**config.mk**
```make
export PLATFORM = sky130hd
export DESIGN_NAME = aes_inv_cipher_ctrl
export DESIGN_NICKNAME = d
export VERILOG_FILES = /design/src/rtl/aes_inv_cipher_ctrl.sv
export SDC_FILE = /design/constraint.sdc
export NUM_CORES = 1
export LEC_CHECK = 0
export BUFFER_PORTS_ARGS = -buffer_cell sky130_fd_sc_hd__buf_2
export CAP_MARGIN = 20
export CORE_ASPECT_RATIO = 0.8
export CORE_MARGIN = 2
export CORE_UTILIZATION = 30
export DETAILED_ROUTE_END_ITERATION = 7
export PLACE_DENSITY = 0.53
export SETUP_SLACK_MARGIN = 0.15
export SYNTH_ARGS = -nofsm -noshare
export SYNTH_HDL_FRONTEND = slang
export SYNTH_SLANG_ARGS = --single-unit
```
**constraint.sdc**
```tcl
create_clock -name clk -period 1.7 [get_ports clk]
set_clock_uncertainty 0.05 [all_clocks]
set_input_delay 0.17 -clock clk [delete_from_list [all_inputs] [get_ports clk]]
set_output_delay 0.17 -clock clk [all_outputs]
set_load 0.01 [all_outputs]
```
**src/rtl/aes_inv_cipher_ctrl.sv**
```systemverilog
// AES-128 inverse cipher sequencer: walks the shared state datapath through
// ARK / InvShiftRows / InvSubBytes / InvMixColumns with a 10..0 round counter.
//
// Ports:
//   clk, reset (async, active-low)
//   load            start request (honoured in IDLE or DONE only)
//   keyReady        expanded key schedule valid (checked in WAIT_KEY only)
//   loadState       one-cycle strobe: capture ciphertext into state register
//   operation[3:0]  one-hot: [0] ARK, [1] InvSubBytes, [2] InvShiftRows,
//                   [3] InvMixColumns
//   roundKeyIndex   round key select (the round counter)
//   busy            high outside IDLE and DONE
//   decipherComplete high while in DONE (sticky until next load)
module aes_inv_cipher_ctrl #(
  parameter int NR = 10
) (
  input  logic       clk,
  input  logic       reset,
  input  logic       load,
  input  logic       keyReady,
  output logic       loadState,
  output logic [3:0] operation,
  output logic [3:0] roundKeyIndex,
  output logic       busy,
  output logic       decipherComplete
);

  typedef enum logic [3:0] {
    IDLE     = 4'd0,
    LOAD     = 4'd1,
    WAIT_KEY = 4'd2,
    ARK      = 4'd3,
    DEC      = 4'd4,
    ISR      = 4'd5,
    ISB      = 4'd6,
    ISB_HOLD = 4'd7,
    IMC      = 4'd8,
    DONE     = 4'd9
  } state_t;

  localparam logic [3:0] LAST = 4'(NR);

  state_t     state;
  state_t     state_nxt;
  logic [3:0] round;

  // State register
  always_ff @(posedge clk or negedge reset) begin
    if (!reset) begin
      state <= IDLE;
    end else begin
      state <= state_nxt;
    end
  end

  // Round counter: loaded on the way into WAIT_KEY,
  // stepped down on the way out of DEC.
  always_ff @(posedge clk or negedge reset) begin
    if (!reset) begin
      round <= 4'd0;
    end else if (state == LOAD) begin
      round <= LAST;
    end else if (state == DEC && round != 4'd0) begin
      round <= round - 4'd1;
    end
  end

  // Next-state logic
  always_comb begin
    state_nxt = IDLE;
    unique case (state)
      IDLE:     state_nxt = load ? LOAD : IDLE;
      LOAD:     state_nxt = WAIT_KEY;
      WAIT_KEY: state_nxt = keyReady ? ARK : WAIT_KEY;
      ARK: begin
        if (round == 4'd0) begin
          state_nxt = DONE;
        end else if (round == LAST) begin
          state_nxt = DEC;
        end else begin
          state_nxt = IMC;
        end
      end
      IMC:      state_nxt = DEC;
      DEC:      state_nxt = ISR;
      ISR:      state_nxt = ISB;
      ISB:      state_nxt = ISB_HOLD;
      ISB_HOLD: state_nxt = ARK;
      DONE:     state_nxt = load ? LOAD : DONE;
      default:  state_nxt = IDLE;
    endcase
  end

  // Moore output decode
  always_comb begin
    loadState        = 1'b0;
    operation        = 4'b0000;
    busy             = 1'b1;
    decipherComplete = 1'b0;
    unique case (state)
      IDLE:     busy = 1'b0;
      LOAD:     loadState = 1'b1;
      ARK:      operation = 4'b0001;
      ISB:      operation = 4'b0010;
      ISB_HOLD: operation = 4'b0010;
      ISR:      operation = 4'b0100;
      IMC:      operation = 4'b1000;
      DONE: begin
        busy             = 1'b0;
        decipherComplete = 1'b1;
      end
      default: ;
    endcase
  end

  assign roundKeyIndex = round;

endmodule

```
==> out/metrics.cfg <==
[power_and_ir_drop]
p_leak_nw=0.363
swShare_pct=41.0
ir_worst_vdd_v=0.000834
combPwrFrac_pct=61.8
p_sw_mw=0.547
p_seq_share_pct=27.5
p_per_area_nw_per_um2=1740
pwr-share-clk_pct=10.8
internal_power_mw=0.785

[cts]
clk-insertion-delay-late_ns=0.25
cts_sinks=8
clockBufferDepth=2
h-tree-depth=1
cts_made_buffers=3
tritoncts=built
clkSlewWorstSetupHoldPaths_ns=0.05
root_buffer=clkbuf_4

[global_route]
grt_max_degree=10
met2_usage_pct=19.4
grt-ovfl-total=0
use_met1_pct=16.9
grt_usage_pct=13.2
grt_pass1_vias=418
grt_pass1_wl_um=1840
busiest_layer=met2
grt_use_met3_pct=6.57
antenna_found_initial=0

[timing]
timing.final.max_slew_violations=0
post-route-min-period_ns=1.61
setup_viol=0
rsz0062_at_grt=true
max_freq_ghz=0.620
hold_viol=0
fin_crit_sh_pct=94.8
fin_tns_setup_ns=0
worst_slew_pin_slew_ns=0.234
slew_headroom_pct=84.3

[place]
port_buffers=14
gp_congestion=0.732
place_area_um2=622
dpl.hpwl_um=877

[route]
avgViaCountPerCell=4.91
wl_per_cell_um=12.3
first_pass_iters=4
vias=511
wl_um=1280
ant_nets=0
drc_errors=0
dr.first_iter.drc_count=11

[critical_path]
worstSetupPathType=reg2out
cp_slowest_stage_delay_ns=0.54
worstPathArrival_ns=1.39
end_kind=primary output
crit_family=simple AND/OR/NAND/NOR gates
cp-start-kind=flop
crit_chain=or4b_4 -> inv_2 -> buf_6
slowest_stage=or4b_4
critical_path_buf_inv_count=2
regToRegSetupSlack_ns=0.13
required_ns=1.48
path_max_fanout=6

[flow_run]
cap_violations=0

[cells_and_area]
finalInstanceArea_um2=767
diodes=0
synthToLayoutAreaGrowth_pct=49.5
fin_nets=90
drive_above_1_share_pct=47.6

[yosys]
syn-instance-count=58
synth_edf_count=0
async_reset_ff_share_pct=100
synthTopCellsByCount=dfrtp_1 (8), nand2_1 (5), nor2_1 (5), o21ai_0 (4)
synth_nets=64
synth_area_leaders=dfrtp_1 (39%), mux2i_1 (5.9%), ha_1 (4.9%)
synth_ff_type=dfrtp_1
ys_ff_latch=8
synth_cell_type_count=27
avgSynthCellArea_um2=8.84
synth_top_area_share_pct=39.0
synth.most_common_cell=dfrtp_1
synth-seq-area-share_pct=39.0
syn-cell-area_um2=513
yosys.area.top_type=dfrtp_1
yosysWarnings=0

[hold_path]
hp-class=in2reg

[floorplan]
die_w_um=50.2
coreArea_um2=1610
start_util_pct=31.9
rows=13
dieArea_um2=2060
ios=15
fp.dieH_um=41.0

[run_status]
status=completed

-- placed cells by master, fill, tap and decap left out, drive strengths merged --
cell          n
inv           4
nor3b         1
nor2          5
nand2b        1
a21oi         1
and2          2
nand3         3
or3           1
o21ai         4
nor4b         1
nand2         5
ha            2
or4           1
clkbuf        3
dlygate4sd3   1
buf          23
mux2          1
and3b         1
dfrtp         8
mux2i         3
a221oi        1
nor3          2
and4bb        1
a22o          1
and3          1
or4b          2
nor2b         3
-- metrics by stage --
stage	instances	total power, mW	utilization, %	hold WS [ns]	setup slack, ns
floorplan	58	0.746	-	-0.176	0.198
detailed placement	94	0.965	38.6	-0.0239	0.138
finish	104	1.33	47.6	0.217	0.0877
CTS	103	1.26	44.8	0.190	0.0750
global route	104	1.43	47.6	0.223	0.0421
global placement	94	0.966	38.6	-0.0231	0.150
-- cell type report --
cell class,instances,area [µm²]
Clock buffer,3,22.5
Multi-Input combinational cell,43,323
Inverter,4,15.0
Sequential cell,8,203
Fill cell,148,843
Timing Repair Buffer,24,176
Tap cell,22,27.5
-- sequential cells by signal, summed over array words and instances, names as in the netlist --
signal,count
roundKeyIndex,4
state,4
-- power groups by stage --
stage	Clock, mW	Combinational (mW)	Sequential, mW
global route	0.163	0.888	0.379
finish	0.144	0.823	0.366
floorplan	0	0.406	0.340
CTS	0.148	0.761	0.355
detailed placement	0	0.609	0.356
global placement	0	0.610	0.356
-- layer usage --
metal	vias to the layer above	wire length [µm]
met3	0	55
met1	246	610
met4	0	0
li1	255	-
met5	-	0
met2	10	611
-- cell families after synthesis --
group	count (synthesis)	share of synthesized area [%]
fa+ha+maj	2	4.88
buf+inv	7	5.12
mux	4	8.05
simple gates	30	34.6
compound gates	7	8.29
flops	8	39.0
-- worst min-delay path, cell delays in order --
cell	delay, ns
buf_2	0.11
inv_1	0.05
a22o_1	0.15
-- repair_timing --
item | in CTS | in global routing
endpoints found under the hold margin | 8 | 0
hold buffers | 1 | 0
pin swaps | 0 | 3
cloned | 0 | 0
buffers inserted | 5 | 1
resized for setup | 5 | 11
setup endpoints to repair | 5 | 11
-- path summary, 6_finish.rpt --
kind,to,startpoint,cells after the start
min in group asynchronous,state[0],reset,2
max in group asynchronous,state[1],reset,2
worst min-delay path,state[3],load,3
worst min register to register,roundKeyIndex[0],roundKeyIndex[0],1
worst max-delay path,loadState,state[1],3
worst max register to register,roundKeyIndex[3],state[1],3
(Power assumes the default switching activity.)
